[config.mk]
export PLATFORM = sky130hd
export DESIGN_NAME = mc_control_fsm_flat
export DESIGN_NICKNAME = d
export VERILOG_FILES = /design/src/rtl/mc_ctrl_pkg.sv /design/src/rtl/mc_control_fsm_if.sv /design/src/rtl/mc_alu_decoder.sv /design/src/rtl/mc_control_fsm.sv /design/src/flat_wrapper.sv
export SDC_FILE = /design/constraint.sdc
export NUM_CORES = 1
export LEC_CHECK = 0
export BUFFER_PORTS_ARGS = -buffer_cell sky130_fd_sc_hd__buf_4
export CORE_MARGIN = 2
export CORE_UTILIZATION = 40
export DETAILED_ROUTE_END_ITERATION = 6
export GPL_TIMING_DRIVEN = 0
export PLACE_DENSITY_LB_ADDON = 0.12
export SKIP_LAST_GASP = 1
export SYNTH_ARGS = -nofsm -noshare
export SYNTH_HDL_FRONTEND = slang
export SYNTH_SLANG_ARGS = --single-unit
[constraint.sdc]
create_clock -name clk -period 3.5 [get_ports clk]
set_clock_uncertainty 0.05 [all_clocks]
set_input_delay 0 -clock clk [delete_from_list [all_inputs] [get_ports clk]]
set_output_delay 0 -clock clk [all_outputs]
set_load 0.005 [all_outputs]
[src/rtl/mc_ctrl_pkg.sv]
// ---------------------------------------------------------------------------
// mc_ctrl_pkg
// Shared definitions for the multicycle control unit and its datapath:
//   - state encoding of the control FSM
//   - Op codes (Instr[27:26]) and data-processing cmd codes (Instr[24:21])
//   - ALUControl encoding and the datapath mux-select encodings
//   - cmd_supported(): which data-processing commands the datapath implements
// ---------------------------------------------------------------------------
package mc_ctrl_pkg;

  // Minimum width needed to hold every state below
  localparam int STATE_MIN_W = 4;

  typedef enum logic [3:0] {
    S_FETCH  = 4'd0,
    S_DECODE = 4'd1,
    S_MEMADR = 4'd2,
    S_MEMRD  = 4'd3,
    S_MEMWB  = 4'd4,
    S_MEMWR  = 4'd5,
    S_EXECR  = 4'd6,
    S_EXECI  = 4'd7,
    S_ALUWB  = 4'd8,
    S_BRANCH = 4'd9
  } state_t;

  // Instruction class, Instr[27:26]
  localparam logic [1:0] OP_DP  = 2'b00;
  localparam logic [1:0] OP_MEM = 2'b01;
  localparam logic [1:0] OP_BR  = 2'b10;
  localparam logic [1:0] OP_ILL = 2'b11;

  // Data-processing commands, Funct[4:1]
  localparam logic [3:0] CMD_AND = 4'b0000;
  localparam logic [3:0] CMD_SUB = 4'b0010;
  localparam logic [3:0] CMD_ADD = 4'b0100;
  localparam logic [3:0] CMD_ORR = 4'b1100;

  // ALUControl encoding
  localparam logic [1:0] ALU_ADD = 2'b00;
  localparam logic [1:0] ALU_SUB = 2'b01;
  localparam logic [1:0] ALU_AND = 2'b10;
  localparam logic [1:0] ALU_ORR = 2'b11;

  // Memory address source
  localparam logic ADR_PC     = 1'b0;
  localparam logic ADR_ALUOUT = 1'b1;

  // ALU A operand source
  localparam logic SRCA_RN = 1'b0;
  localparam logic SRCA_PC = 1'b1;

  // ALU B operand source
  localparam logic [1:0] SRCB_RM   = 2'b00;
  localparam logic [1:0] SRCB_IMM  = 2'b01;
  localparam logic [1:0] SRCB_FOUR = 2'b10;

  // Result bus source
  localparam logic [1:0] RES_ALUOUT    = 2'b00;
  localparam logic [1:0] RES_READDATA  = 2'b01;
  localparam logic [1:0] RES_ALURESULT = 2'b10;

  // True for the data-processing commands the ALU implements
  function automatic logic cmd_supported(input logic [3:0] cmd);
    logic ok;
    case (cmd)
      CMD_AND, CMD_SUB, CMD_ADD, CMD_ORR: ok = 1'b1;
      default:                            ok = 1'b0;
    endcase
    return ok;
  endfunction

endpackage

[src/rtl/mc_control_fsm_if.sv]
// ---------------------------------------------------------------------------
// mc_control_fsm_if
// Bundle between the control unit and the instruction register / conditional
// logic / datapath.
//   master (control unit): reads Op, Funct, Rd, mem_ready; drives the raw
//          write requests, PC strobes, mux selects and the illegal pulse.
//   slave  (datapath side): the mirror image.
// ---------------------------------------------------------------------------
interface mc_control_fsm_if;
  import mc_ctrl_pkg::*;

  // Instruction fields and memory handshake
  logic [1:0] Op;
  logic [5:0] Funct;
  logic [3:0] Rd;
  logic       mem_ready;

  // Write requests and PC strobes
  logic       IRWrite;
  logic       NextPC;
  logic       Branch;
  logic       PCs;
  logic       RegW;
  logic       MemW;
  logic [1:0] FlagW;

  // Datapath selects
  logic       AdrSrc;
  logic       ALUSrcA;
  logic [1:0] ALUSrcB;
  logic [1:0] ResultSrc;
  logic [1:0] ALUControl;
  logic [1:0] RegSrc;
  logic [1:0] ImmSrc;

  logic       illegal;

  modport master (
    input  Op, Funct, Rd, mem_ready,
    output IRWrite, NextPC, Branch, PCs, RegW, MemW, FlagW,
    output AdrSrc, ALUSrcA, ALUSrcB, ResultSrc, ALUControl, RegSrc, ImmSrc,
    output illegal
  );

  modport slave (
    output Op, Funct, Rd, mem_ready,
    input  IRWrite, NextPC, Branch, PCs, RegW, MemW, FlagW,
    input  AdrSrc, ALUSrcA, ALUSrcB, ResultSrc, ALUControl, RegSrc, ImmSrc,
    input  illegal
  );

endinterface

[src/rtl/mc_alu_decoder.sv]
// ---------------------------------------------------------------------------
// mc_alu_decoder
// Combinational ALU decoder.
//   Funct      in  6  [5]=I, [4:1]=cmd, [0]=S
//   ALUOp      in  1  0: force ADD (address / PC arithmetic), 1: decode cmd
//   ALUControl out 2  ALU operation
//   FlagW      out 2  raw flag-write request, [1]=NZ, [0]=CV
// ---------------------------------------------------------------------------
module mc_alu_decoder
  import mc_ctrl_pkg::*;
(
  input  logic [5:0] Funct,
  input  logic       ALUOp,
  output logic [1:0] ALUControl,
  output logic [1:0] FlagW
);

  logic [3:0] cmd;
  logic       s_bit;
  logic       arith;
  logic       unused_ibit;

  assign cmd         = Funct[4:1];
  assign s_bit       = Funct[0];
  assign unused_ibit = Funct[5];

  // Flags only update when the ALU runs a data-processing command with S set;
  // carry/overflow are meaningful only for the arithmetic commands.
  always_comb begin
    ALUControl = ALU_ADD;
    FlagW      = 2'b00;
    arith      = 1'b0;
    if (ALUOp) begin
      case (cmd)
        CMD_ADD: begin
          ALUControl = ALU_ADD;
          arith      = 1'b1;
        end
        CMD_SUB: begin
          ALUControl = ALU_SUB;
          arith      = 1'b1;
        end
        CMD_AND: ALUControl = ALU_AND;
        CMD_ORR: ALUControl = ALU_ORR;
        default: ALUControl = ALU_ADD;
      endcase
      FlagW = {s_bit, s_bit & arith};
    end
  end

endmodule

[src/rtl/mc_control_fsm.sv]
// ---------------------------------------------------------------------------
// mc_control_fsm
// Multicycle control unit. Sequences each instruction through a Moore FSM and
// drives the raw (ungated) write requests, PC strobes and datapath selects
// consumed by the conditional-logic block.
//   clk       in   1        system clock
//   reset     in   1        synchronous, active-high
//   bus       master       instruction fields, mem_ready, all control outputs
//   state_dbg out  STATE_W  current FSM state
// ---------------------------------------------------------------------------
module mc_control_fsm
  import mc_ctrl_pkg::*;
#(
  parameter int STATE_W = 4
) (
  input  logic                clk,
  input  logic                reset,
  mc_control_fsm_if.master    bus,
  output logic [STATE_W-1:0]  state_dbg
);

  state_t     state;
  state_t     next_state;

  logic       fetch_strobe;
  logic       branch_req;
  logic       regw_req;
  logic       memw_req;
  logic       alu_op;
  logic       illegal_req;
  logic       adr_src;
  logic       src_a;
  logic [1:0] src_b;
  logic [1:0] result_src;
  logic [1:0] alu_ctl;
  logic [1:0] flagw_req;
  logic       dp_ok;
  logic       rd_is_pc;

  // Data-processing instruction the datapath can execute
  assign dp_ok    = cmd_supported(bus.Funct[4:1]);
  assign rd_is_pc = (bus.Rd == 4'd15);

  // State register; reset wins over any transition so an instruction in
  // flight is abandoned at the clock edge.
  always_ff @(posedge clk) begin
    if (reset) begin
      state <= S_FETCH;
    end else begin
      state <= next_state;
    end
  end

  // Next-state logic. The memory states wait on mem_ready; DECODE dispatches
  // on the instruction class and sends anything unsupported back to FETCH.
  always_comb begin
    next_state = state;
    case (state)
      S_FETCH:  if (bus.mem_ready) next_state = S_DECODE;
      S_DECODE: begin
        case (bus.Op)
          OP_MEM: next_state = S_MEMADR;
          OP_DP: begin
            if (!dp_ok)           next_state = S_FETCH;
            else if (bus.Funct[5]) next_state = S_EXECI;
            else                   next_state = S_EXECR;
          end
          OP_BR:   next_state = S_BRANCH;
          default: next_state = S_FETCH;
        endcase
      end
      S_MEMADR: next_state = bus.Funct[0] ? S_MEMRD : S_MEMWR;
      S_MEMRD:  if (bus.mem_ready) next_state = S_MEMWB;
      S_MEMWR:  if (bus.mem_ready) next_state = S_FETCH;
      S_MEMWB:  next_state = S_FETCH;
      S_EXECR:  next_state = S_ALUWB;
      S_EXECI:  next_state = S_ALUWB;
      S_ALUWB:  next_state = S_FETCH;
      S_BRANCH: next_state = S_FETCH;
      default:  next_state = S_FETCH;
    endcase
  end

  // Moore outputs per state. FETCH's IR/PC strobe follows mem_ready so it
  // fires only on the cycle the fetch is accepted, never during a stall.
  always_comb begin
    fetch_strobe = 1'b0;
    branch_req   = 1'b0;
    regw_req     = 1'b0;
    memw_req     = 1'b0;
    alu_op       = 1'b0;
    illegal_req  = 1'b0;
    adr_src      = ADR_PC;
    src_a        = SRCA_RN;
    src_b        = SRCB_RM;
    result_src   = RES_ALUOUT;
    case (state)
      S_FETCH: begin
        adr_src      = ADR_PC;
        src_a        = SRCA_PC;
        src_b        = SRCB_FOUR;
        result_src   = RES_ALURESULT;
        fetch_strobe = bus.mem_ready;
      end
      S_DECODE: begin
        src_a       = SRCA_PC;
        src_b       = SRCB_FOUR;
        result_src  = RES_ALURESULT;
        illegal_req = (bus.Op == OP_ILL) || ((bus.Op == OP_DP) && !dp_ok);
      end
      S_MEMADR: begin
        src_a = SRCA_RN;
        src_b = SRCB_IMM;
      end
      S_MEMRD: begin
        adr_src    = ADR_ALUOUT;
        result_src = RES_ALUOUT;
      end
      S_MEMWB: begin
        result_src = RES_READDATA;
        regw_req   = 1'b1;
      end
      S_MEMWR: begin
        adr_src  = ADR_ALUOUT;
        memw_req = 1'b1;
      end
      S_EXECR: begin
        src_a  = SRCA_RN;
        src_b  = SRCB_RM;
        alu_op = 1'b1;
      end
      S_EXECI: begin
        src_a  = SRCA_RN;
        src_b  = SRCB_IMM;
        alu_op = 1'b1;
      end
      S_ALUWB: begin
        result_src = RES_ALUOUT;
        regw_req   = 1'b1;
      end
      S_BRANCH: begin
        src_a      = SRCA_RN;
        src_b      = SRCB_IMM;
        result_src = RES_ALURESULT;
        branch_req = 1'b1;
      end
      default: ;
    endcase
  end

  mc_alu_decoder u_alu_decoder (
    .Funct      (bus.Funct),
    .ALUOp      (alu_op),
    .ALUControl (alu_ctl),
    .FlagW      (flagw_req)
  );

  // Every request that changes architectural state is suppressed while reset
  // is high, so an aborted instruction cannot leave a partial write behind.
  assign bus.IRWrite = fetch_strobe & ~reset;
  assign bus.NextPC  = fetch_strobe & ~reset;
  assign bus.Branch  = branch_req & ~reset;
  assign bus.RegW    = regw_req & ~reset;
  assign bus.MemW    = memw_req & ~reset;
  assign bus.FlagW   = reset ? 2'b00 : flagw_req;
  assign bus.PCs     = (branch_req | (regw_req & rd_is_pc)) & ~reset;
  assign bus.illegal = illegal_req & ~reset;

  assign bus.AdrSrc     = adr_src;
  assign bus.ALUSrcA    = src_a;
  assign bus.ALUSrcB    = src_b;
  assign bus.ResultSrc  = result_src;
  assign bus.ALUControl = alu_ctl;

  // Register-address and immediate-format selects depend only on the class
  assign bus.RegSrc = {(bus.Op == OP_MEM), (bus.Op == OP_BR)};
  assign bus.ImmSrc = bus.Op;

  assign state_dbg = STATE_W'(state);

endmodule
[src/flat_wrapper.sv]
// flat-port wrapper written by rule: the top's interface ports become plain ports
module mc_control_fsm_flat import mc_ctrl_pkg::*;
#(
  parameter int STATE_W = 4
)
  (clk, reset, state_dbg, bus_Op, bus_Funct, bus_Rd, bus_mem_ready, bus_IRWrite, bus_NextPC, bus_Branch, bus_PCs, bus_RegW, bus_MemW, bus_FlagW, bus_AdrSrc, bus_ALUSrcA, bus_ALUSrcB, bus_ResultSrc, bus_ALUControl, bus_RegSrc, bus_ImmSrc, bus_illegal);
  mc_control_fsm_if bus_i ();
  input  logic clk;
  input  logic reset;
  output logic [STATE_W-1:0] state_dbg;
  input wire logic [$bits(bus_i.Op)-1:0] bus_Op;
  input wire logic [$bits(bus_i.Funct)-1:0] bus_Funct;
  input wire logic [$bits(bus_i.Rd)-1:0] bus_Rd;
  input wire logic [$bits(bus_i.mem_ready)-1:0] bus_mem_ready;
  output wire logic [$bits(bus_i.IRWrite)-1:0] bus_IRWrite;
  output wire logic [$bits(bus_i.NextPC)-1:0] bus_NextPC;
  output wire logic [$bits(bus_i.Branch)-1:0] bus_Branch;
  output wire logic [$bits(bus_i.PCs)-1:0] bus_PCs;
  output wire logic [$bits(bus_i.RegW)-1:0] bus_RegW;
  output wire logic [$bits(bus_i.MemW)-1:0] bus_MemW;
  output wire logic [$bits(bus_i.FlagW)-1:0] bus_FlagW;
  output wire logic [$bits(bus_i.AdrSrc)-1:0] bus_AdrSrc;
  output wire logic [$bits(bus_i.ALUSrcA)-1:0] bus_ALUSrcA;
  output wire logic [$bits(bus_i.ALUSrcB)-1:0] bus_ALUSrcB;
  output wire logic [$bits(bus_i.ResultSrc)-1:0] bus_ResultSrc;
  output wire logic [$bits(bus_i.ALUControl)-1:0] bus_ALUControl;
  output wire logic [$bits(bus_i.RegSrc)-1:0] bus_RegSrc;
  output wire logic [$bits(bus_i.ImmSrc)-1:0] bus_ImmSrc;
  output wire logic [$bits(bus_i.illegal)-1:0] bus_illegal;
  assign bus_i.Op = bus_Op;
  assign bus_i.Funct = bus_Funct;
  assign bus_i.Rd = bus_Rd;
  assign bus_i.mem_ready = bus_mem_ready;
  assign bus_IRWrite = bus_i.IRWrite;
  assign bus_NextPC = bus_i.NextPC;
  assign bus_Branch = bus_i.Branch;
  assign bus_PCs = bus_i.PCs;
  assign bus_RegW = bus_i.RegW;
  assign bus_MemW = bus_i.MemW;
  assign bus_FlagW = bus_i.FlagW;
  assign bus_AdrSrc = bus_i.AdrSrc;
  assign bus_ALUSrcA = bus_i.ALUSrcA;
  assign bus_ALUSrcB = bus_i.ALUSrcB;
  assign bus_ResultSrc = bus_i.ResultSrc;
  assign bus_ALUControl = bus_i.ALUControl;
  assign bus_RegSrc = bus_i.RegSrc;
  assign bus_ImmSrc = bus_i.ImmSrc;
  assign bus_illegal = bus_i.illegal;
  mc_control_fsm #(.STATE_W(STATE_W)) u_core (.clk(clk), .reset(reset), .bus(bus_i), .state_dbg(state_dbg));
endmodule
==> results.sh, run 1 <==
export IMPL_met1_usage=0.256
export IMPL_cts_buffer_depth=2
export IMPL_antenna_cells=0
export IMPL_first_iter_violations=8
export IMPL_synth_area_um2=593
export IMPL_largest_register_ffs=4
export IMPL_die_area_um2=1810
export IMPL_maxCapViolCount=0
export IMPL_fill_cells=126
export IMPL_synth_compound_area_frac=0.232
export IMPL_rr_endpoint="u_core.state_dbg[0]"
export IMPL_cts_root_buffer="clkbuf_4"
export IMPL_holdBufCountCts=0
export IMPL_grt_pass1_wl_um=2660
export IMPL_finalSetupTns_ps=0
export IMPL_die_h_um=42.5
export IMPL_numCtsBuffers=3
export IMPL_intPower_w=0.000142
export IMPL_ys_warn_count=0
export IMPL_p_leak_nw=0.434
export IMPL_mostFrequentLayoutCell="buf_4"
export IMPL_hold_viol=0
export IMPL_core_rowCount=13
export IMPL_power_density_nw_per_um2=229
export IMPL_clock_latency_ps=250
export IMPL_status="finished clean"
export IMPL_r2r_cells=3
export IMPL_critPathArrivalTime_ps=1750
export IMPL_design_area_um2=927
export IMPL_synth_simple_gate_area_frac=0.411
export IMPL_crit_start="u_core.state_dbg[3]"
export IMPL_power_frac_comb=0.458
export IMPL_tightest_slew_ps=390
export IMPL_synth_xor_area_frac=0.0443
export IMPL_globalRoute_busiestLayer="met2"
export IMPL_h_tree_depth=1
export IMPL_synth_ff_type="dfxtp_1"
export IMPL_ys_types=35
export IMPL_cts_tree="built"
export IMPL_critPathKind="flop to output port"
export IMPL_cts_clk_slew_worst_paths_ps=40
export IMPL_wl_per_cell_um=11.8
export IMPL_clock_sinks=4
export IMPL_start_kind="flop"
export IMPL_firstDrtPassIters=4
export IMPL_critPathMaxFanout=10
export IMPL_holdPathStages=3
export IMPL_synthToLayoutAreaGrowth_pct=56.3
export IMPL_ctsResizeCount=0
export IMPL_end_kind="output port"
export IMPL_syn_instance_count=76
export IMPL_drive_above_1_share=0.475
export IMPL_r2r_setup_slack_ps=2100
export IMPL_cp_required_ps=3450
export IMPL_drv_slew=0
export IMPL_wirelength_um=1570
export IMPL_relSlewSlack=0.732
export IMPL_start_util=0.439
export IMPL_synth_adder_area_share=0
export IMPL_drt_drc_violations_left=0
export IMPL_ant_nets=0
export IMPL_synth_edff_count=0
export IMPL_synth_seq_cells=4
export IMPL_gr_usage_met3=0.0733
export IMPL_post_route_period_util=0.513
export IMPL_fp_coreArea_um2=1350
export IMPL_grt_total_usage=0.190
export IMPL_viasPerCell=5.21
export IMPL_grt_overflow=0
export IMPL_use_met2=0.277
export IMPL_grt_pass1_vias=592
export IMPL_power_frac_clock=0.283
export IMPL_max_freq_mhz=556
export IMPL_dp_final_hpwl_um=1280
export IMPL_r2r_start="u_core.state_dbg[1]"
export IMPL_cts_setup_buffers=0
export IMPL_power_total_w=0.000213
export IMPL_p_sw_w=0.0000707
export IMPL_avgSynthCellArea_um2=7.80
export IMPL_gp_congestion=0.792
export IMPL_vdd_ir_drop_max_mv=0.214
export IMPL_seq_power_share=0.260
export IMPL_vias=693
export IMPL_synthMuxAreaShare=0.0506
export IMPL_nNetsFinal=135
export IMPL_layout_common_cells="43 x buf_4, 8 x nor3_1, 5 x nor2_1, 5 x nand2_1"
export IMPL_yosysTopAreaCell="dfxtp_1"
export IMPL_yosysSeqAreaShare=0.135
export IMPL_period_minus_slack_ps=1800
export IMPL_die_w_um=42.5
export IMPL_synth_area_leaders="dfxtp_1 14%, nor3_1 6.8%, buf_6 5.7%"
export IMPL_rsz0062_at_grt="no"
export IMPL_synth_top_family_by_area="simple AND/OR/NAND/NOR gates"
export IMPL_grt_max_degree=11
export IMPL_synthArstFlopShare=0
export IMPL_hp_class="input port to flop"
export IMPL_dpl_instance_area_um2=905
export IMPL_postSynthNetCount=91
export IMPL_port_buffers=39
export IMPL_antenna_found_initial=0
export IMPL_hold_ws_ps=12.8
export IMPL_pin_count=40
export IMPL_crit_end="bus_NextPC"
export IMPL_setup_viol=0
export IMPL_p_sw_frac=0.333
export IMPL_synth_top_area_frac=0.135
worst max-delay path, stage by stage, from the launching register on:
cell and delay [ps]:
dfxtp_1 340, buf_6 150, nor3_1 360, nor4b_1 380, buf_4 170, buf_4 90
metrics by stage:
step | instances | util | setup WS (ps)
after floorplan | 76 | - | 2100
after global placement | 130 | 0.670 | 1960
after detailed placement | 130 | 0.670 | 1930
after CTS | 133 | 0.687 | 1680
after global routing | 133 | 0.687 | 1570
final | 133 | 0.687 | 1700
cell usage after synthesis (2+ instances only):
library cell,n
nand2b_1,2
a21boi_0,2
a21o_1,2
nor3_1,8
xor2_1,2
nand3_1,2
nor2_1,5
a21oi_1,3
nor4b_1,2
dfxtp_1,4
nor2b_1,4
or3_1,2
mux2i_1,3
buf_4,4
buf_6,3
nand2_1,5
a22oi_1,2
inv_1,3
nand2b_4,2
logic make-up after synthesis:
kind of cell | Yosys count
compound gates | 16
flops | 4
buf+inv | 10
simple gates | 40
mux | 3
xor+xnor | 3
power groups by stage:
stage               logic (W)  clock network [W]  registers, W
finish              0.0000973          0.0000600     0.0000552
global route         0.000107          0.0000645     0.0000560
global placement    0.0000963                  0     0.0000559
detailed placement  0.0000979                  0     0.0000560
CTS                 0.0000982          0.0000620     0.0000552
floorplan           0.0000510                  0     0.0000553
per-layer routing:
layer  up-vias  part of all wire
met3         5             0.060
met4         0             0.013
li1        361                 -
met1       312              0.45
met2        15              0.47
met5         -                 0
worst min-delay path by stage:
| stage | from | endpoint | slack, ps |
|---|---|---|---|
| 4_1_cts | bus_mem_ready | u_core.state_dbg[2] | 10 |
| 3_3_place_gp | bus_Funct[2] | bus_ALUControl[1] | 220 |
| 5_1_grt | bus_mem_ready | u_core.state_dbg[2] | 30 |
| 2_1_floorplan | reset | bus_RegW | -30 |
| 6_report | bus_mem_ready | u_core.state_dbg[2] | 10 |
| 3_5_place_dp | bus_Funct[2] | bus_ALUControl[1] | 220 |
final cells by class:
cell class | count | area [um^2] | area share
multi-input combinational | 62 | 438 | 0.472
timing repair buffer | 39 | 293 | 0.316
sequential | 4 | 80.1 | 0.0864
buffer | 7 | 63.8 | 0.0688
clock buffer | 3 | 22.5 | 0.0243
tap | 15 | 18.8 | 0.0202
inverter | 3 | 11.3 | 0.0121
(Power assumes the default switching activity.)
==> run 2: changes to the inputs <==
--- a/config.mk
+++ b/config.mk
@@ -5,9 +5,10 @@
 export SDC_FILE = /design/constraint.sdc
 export NUM_CORES = 1
 export LEC_CHECK = 0
+export ABC_AREA = 1
 export BUFFER_PORTS_ARGS = -buffer_cell sky130_fd_sc_hd__buf_4
 export CORE_MARGIN = 2
-export CORE_UTILIZATION = 40
+export CORE_UTILIZATION = 38
 export DETAILED_ROUTE_END_ITERATION = 6
 export GPL_TIMING_DRIVEN = 0
 export PLACE_DENSITY_LB_ADDON = 0.12
==> constraint.sdc (replaced) <==
create_clock -name clk -period 1.7 [get_ports clk]
set_clock_uncertainty 0.05 [all_clocks]
set_input_delay 0 -clock clk [delete_from_list [all_inputs] [get_ports clk]]
set_output_delay 0 -clock clk [all_outputs]
set_load 0.005 [all_outputs]
==> results.sh, run 2 <==
export IMPL_tightest_slew_ps=429
export IMPL_critPathMaxFanout=5
export IMPL_p_leak_nw=0.488
export IMPL_crit_slowest_cell="dfxtp_1"
export IMPL_synth_seq_cells=4
export IMPL_power_frac_clock=0.270
export IMPL_p_sw_frac=0.367
export IMPL_intPower_w=0.000286
export IMPL_power_frac_comb=0.473
export IMPL_wl_per_cell_um=9.31
export IMPL_hold_viol=0
export IMPL_fp_coreArea_um2=1300
export IMPL_finalSetupTns_ps=0
export IMPL_grt_overflow=0
export IMPL_yosysSeqAreaShare=0.151
export IMPL_h_tree_depth=1
export IMPL_avgSynthCellArea_um2=5.35
export IMPL_cts_buffer_depth=2
export IMPL_synthToLayoutAreaGrowth_pct=63.1
export IMPL_postSynthNetCount=114
export IMPL_start_util=0.407
export IMPL_synth_edff_count=0
export IMPL_grt_pass1_wl_um=2070
export IMPL_cp_required_ps=1650
export IMPL_crit_top_cell="inv_1"
export IMPL_ctsResizeCount=0
export IMPL_holdBufCountCts=0
export IMPL_grt_max_degree=11
export IMPL_grt_pass1_vias=548
export IMPL_first_iter_violations=12
export IMPL_cts_root_buffer="clkbuf_4"
export IMPL_clock_latency_ps=240
export IMPL_clock_sinks=4
export IMPL_viasPerCell=4.59
export IMPL_synthArstFlopShare=0
export IMPL_crit_chain="inv_1, nor2_1, inv_1, nor2_1, inv_2, nor3_2, nand2_1, inv_1, buf_4"
export IMPL_vdd_ir_drop_max_mv=0.478
export IMPL_die_h_um=41.3
export IMPL_port_buffers=39
export IMPL_setup_viol=0
export IMPL_drive_above_1_share=0.404
export IMPL_synth_ff_type="dfxtp_1"
export IMPL_maxCapViolCount=0
export IMPL_final_util=0.663
export IMPL_synth_most_common_cell="nand2_1"
export IMPL_vias=716
export IMPL_nNetsFinal=158
export IMPL_seq_power_share=0.257
export IMPL_ys_warn_count=0
export IMPL_layout_common_cells="42 x buf_4, 25 x nand2_1, 15 x nor2_1, 15 x inv_1, 7 x nand3_1"
export IMPL_synth_top_area_frac=0.177
export IMPL_power_density_nw_per_um2=524
export IMPL_drt_drc_violations_left=0
export IMPL_wirelength_um=1450
export IMPL_critPathKind="flop to output port"
export IMPL_preCtsSetupSlack_ps=364
export IMPL_pin_count=40
export IMPL_yosysTopAreaCell="nand2_1"
export IMPL_post_route_period_util=0.919
export IMPL_antenna_cells=0
export IMPL_synth_area_leaders="nand2_1 18%, dfxtp_1 15%, inv_1 11%"
export IMPL_synth_common_cells="25 x nand2_1, 15 x inv_1, 15 x nor2_1"
export IMPL_finalWorstSetupSlack_ps=138
export IMPL_ys_types=22
export IMPL_die_area_um2=1710
export IMPL_status="finished clean"
export IMPL_critPathArrivalTime_ps=1510
export IMPL_period_minus_slack_ps=1560
export IMPL_cts_setup_buffers=0
export IMPL_hp_class="input port to flop"
export IMPL_syn_instance_count=99
export IMPL_dp_final_hpwl_um=1240
export IMPL_grt_total_usage=0.182
export IMPL_end_kind="output port"
export IMPL_firstDrtPassIters=4
export IMPL_cts_tree="built"
export IMPL_cts_clk_slew_worst_paths_ps=40
export IMPL_antenna_found_initial=0
export IMPL_mostFrequentLayoutCell="buf_4"
export IMPL_start_kind="flop"
export IMPL_gp_congestion=0.777
export IMPL_ant_nets=0
export IMPL_relSlewSlack=0.714
export IMPL_synth_area_um2=529
export IMPL_drv_slew=0
export IMPL_core_rowCount=13
export IMPL_max_freq_mhz=640
export IMPL_power_total_w=0.000452
export IMPL_die_w_um=41.3
export IMPL_rsz0062_at_grt="no"
export IMPL_largest_register_ffs=4
export IMPL_numCtsBuffers=3
export IMPL_max_stage_delay_ps=350
export IMPL_p_sw_w=0.000166
## run 2: cell types whose count changed in the layout (fill, tap and decap cells not counted), sizes merged, moves of 3 or more
cell    previous run  this run
nor2               6        20
mux2i              3         0
nand3              2         7
nor3               9         4
inv                3        20
nand2              6        25
nand2b             4         0
nor2b              4         0
buf               46        42
o21ai              0         5
## run 2: worst max-delay path, delay by kind of cell (launching register included)
kind	cells	cell delay (ps)
AND/OR/NAND/NOR	4	550
buffers and inverters	5	390
flip-flops	1	350
## run 2: cells by family (layout without fill, tap and decap cells)
kind of cell           count (synthesis)  in the layout  synth area share
buffers and inverters                 24             66             0.196
AOI/OAI and AO/OA                     13             13             0.142
DFF                                    4              4             0.151
and+or+nand+nor                       58             58             0.511
## run 2: final cells by class
cell class	instances	area, um^2
Clock buffer	3	22.5
Timing Repair Buffer	39	293
Fill cell	150	438
Buffer	4	26.3
Tap cell	15	18.8
Multi-Input combinational cell	71	345
Sequential cell	4	80.1
Inverter	20	77.6
## run 2: per-layer routing
metal,GRT usage,vias to the layer above,wire (um)
met4,0.0484,0,11
met1,0.226,305,656
met2,0.309,21,683
met5,0,-,0
met3,0.0479,2,101
li1,-,388,-
## run 2: stage by stage
| step | hold WS [ps] | instances | cell area, um^2 |
|---|---|---|---|
| 2_1_floorplan | -21.1 | 99 | 529 |
| 3_3_place_gp | 199 | 153 | 841 |
| 3_5_place_dp | 201 | 153 | 841 |
| 4_1_cts | 43.7 | 156 | 863 |
| 5_1_grt | 51.3 | 156 | 863 |
| 6_report | 42.7 | 156 | 863 |
## run 2: final timing paths
check | from | endpoint | slack, ps | cells past startpoint
worst max-delay path | u_core.state_dbg[2] | bus_FlagW[0] | 140 | 9
worst min-delay path | bus_Op[0] | u_core.state_dbg[3] | 40 | 4
worst max register to register | u_core.state_dbg[0] | u_core.state_dbg[0] | 340 | 10
worst min register to register | u_core.state_dbg[0] | u_core.state_dbg[0] | 560 | 2
## run 2: power groups by stage
| stage | clock, W | sequential, W | combinational [W] |
|---|---|---|---|
| 6_report | 0.000122 | 0.000116 | 0.000214 |
| 5_1_grt | 0.000133 | 0.000118 | 0.000242 |
| 4_1_cts | 0.000126 | 0.000116 | 0.000216 |
| 3_5_place_dp | 0 | 0.000118 | 0.000214 |
| 3_3_place_gp | 0 | 0.000117 | 0.000211 |
| 2_1_floorplan | 0 | 0.000116 | 0.000120 |
==> run 3: changes to the inputs <==
--- a/config.mk
+++ b/config.mk
@@ -11,7 +11,7 @@
 export CORE_UTILIZATION = 38
 export DETAILED_ROUTE_END_ITERATION = 6
 export GPL_TIMING_DRIVEN = 0
-export PLACE_DENSITY_LB_ADDON = 0.12
+export PLACE_DENSITY = 0.82
 export SKIP_LAST_GASP = 1
 export SYNTH_ARGS = -nofsm -noshare
 export SYNTH_HDL_FRONTEND = slang
==> results.sh, run 3 (same netlist as run 2, synthesis figures left out) <==
export IMPL_gp_congestion=0.811
export IMPL_h_tree_depth=1
export IMPL_viasPerCell=4.75
export IMPL_path_depth=7
export IMPL_hold_viol=0
export IMPL_design_area_um2=866
export IMPL_tightest_slew_ps=465
export IMPL_nNetsFinal=158
export IMPL_drv_slew=0
export IMPL_mostFrequentLayoutCell="buf_4"
export IMPL_cpLargestDelayFamily="flip-flops"
export IMPL_critPathArrivalTime_ps=1440
export IMPL_whs_endpoint="u_core.state_dbg[3]"
export IMPL_first_iter_violations=15
export IMPL_wirelength_um=1520
export IMPL_holdBufCountCts=0
export IMPL_vdd_ir_drop_max_mv=0.496
export IMPL_core_rowCount=13
export IMPL_period_minus_slack_ps=1490
export IMPL_min_delay_start="bus_Op[0]"
export IMPL_end_kind="output port"
export IMPL_die_area_um2=1710
export IMPL_layout_common_cells="42 x buf_4, 25 x nand2_1, 15 x inv_1, 14 x nor2_1, 7 x nand3_1"
export IMPL_wl_per_cell_um=9.74
export IMPL_drt_drc_violations_left=0
export IMPL_cp_required_ps=1650
export IMPL_cp_buffers_inverters=4
export IMPL_status="finished clean"
export IMPL_vias=741
export IMPL_firstDrtPassIters=6
export IMPL_clock_latency_ps=230
export IMPL_ant_nets=0
export IMPL_crit_chain="inv_2, nor2_4, inv_2, nor2_4, inv_2, nor3_1, buf_4"
export IMPL_max_freq_mhz=671
export IMPL_die_w_um=41.3
export IMPL_start_util=0.407
export IMPL_fill_cells=128
export IMPL_finalWorstSetupSlack_ps=209
export IMPL_cts_clk_slew_worst_paths_ps=40
export IMPL_regArea_um2=80.1
export IMPL_grt_overflow=0
export IMPL_power_total_w=0.000445
export IMPL_placedCellCount=153
export IMPL_max_stage_delay_ps=460
export IMPL_synthToLayoutAreaGrowth_pct=63.6
export IMPL_grt_total_usage=0.177
export IMPL_cts_setup_buffers=0
export IMPL_grt_pass1_vias=486
export IMPL_grt_pass1_wl_um=1990
export IMPL_p_leak_nw=0.488
export IMPL_antenna_found_initial=0
export IMPL_grt_max_degree=11
export IMPL_rsz0062_at_grt="no"
export IMPL_largest_register_ffs=4
export IMPL_critPathMaxFanout=7
export IMPL_die_h_um=41.3
export IMPL_dp_final_hpwl_um=1300
export IMPL_relSlewSlack=0.690
export IMPL_maxCapViolCount=0
export IMPL_antenna_cells=0
export IMPL_port_buffers=39
export IMPL_r2r_cells=10
export IMPL_fp_coreArea_um2=1300
export IMPL_cts_root_buffer="clkbuf_4"
export IMPL_clock_sinks=4
export IMPL_post_route_period_util=0.877
export IMPL_cts_tree="built"
export IMPL_hp_class="input port to flop"
export IMPL_crit_top_cell="inv_2"
export IMPL_finalSetupTns_ps=0
export IMPL_power_density_nw_per_um2=514
export IMPL_start_kind="flop"
export IMPL_cts_buffer_depth=2
export IMPL_critPathKind="flop to output port"
export IMPL_dpl_instance_area_um2=841
export IMPL_multi_input_area_um2=348
export IMPL_final_cell_count_no_fill=156
export IMPL_ctsResizeCount=0
export IMPL_setup_viol=0
export IMPL_r2r_start="u_core.state_dbg[0]"
export IMPL_pin_count=40
export IMPL_preCtsSetupSlack_ps=328
export IMPL_rr_endpoint="u_core.state_dbg[0]"
export IMPL_holdPathStages=4
export IMPL_r2r_setup_slack_ps=310
export IMPL_numCtsBuffers=3
export IMPL_crit_slowest_cell="dfxtp_1"
export IMPL_drive_above_1_share=0.411
-- run 3: cell types whose count changed in the layout (fill, tap and decap cells not counted) --
cell,previous run,this run
nor2_1,15,14
nor2_2,2,3
-- run 3: through the flow --
stage	hold WS, ps	utilization
after floorplan	-21.1	-
after global placement	205	0.646
after detailed placement	204	0.646
after CTS	39.6	0.663
final	36.3	0.665
after global routing	63.6	0.665
-- run 3: routing by layer --
layer	vias to the layer above	track usage	wire, um	part of all wire
met1	329	0.224	676	0.44
met3	0	0.0319	62	0.041
met4	0	0.0484	0	0
met2	20	0.305	781	0.51
met5	-	0	0	0
li1	392	-	-	-
-- run 3: layout make-up --
cell class,instances,share of cell area
tap,15,0.0217
sequential,4,0.0925
buffer,4,0.0303
timing repair buffer,39,0.338
clock buffer,3,0.0260
inverter,20,0.0896
multi-input combinational,71,0.402
-- run 3: how the worst max path moves through the flow --
stage / slack [ps] / start / end
global placement: 370 / u_core.state_dbg[0] / u_core.state_dbg[0]
CTS: 160 / u_core.state_dbg[2] / bus_FlagW[0]
detailed placement: 330 / u_core.state_dbg[0] / u_core.state_dbg[0]
floorplan: 490 / u_core.state_dbg[0] / u_core.state_dbg[0]
global route: 70 / u_core.state_dbg[2] / bus_FlagW[0]
finish: 210 / u_core.state_dbg[0] / bus_illegal
-- run 3: power breakdown --
part | switching [W] | internal [W] | total, W | leakage [nW]
combinational | 0.000111 | 0.000105 | 0.000216 | 0.441
clock | 0.0000335 | 0.0000786 | 0.000112 | 0.0138
sequential | 0.0000149 | 0.000102 | 0.000117 | 0.0326
-- run 3: worst min-delay path, delay by kind of cell --
kind	cells	cell delay [ps]
and+or+nand+nor	2	110
buffers and inverters	1	100
AOI/OAI and AO/OA	1	50
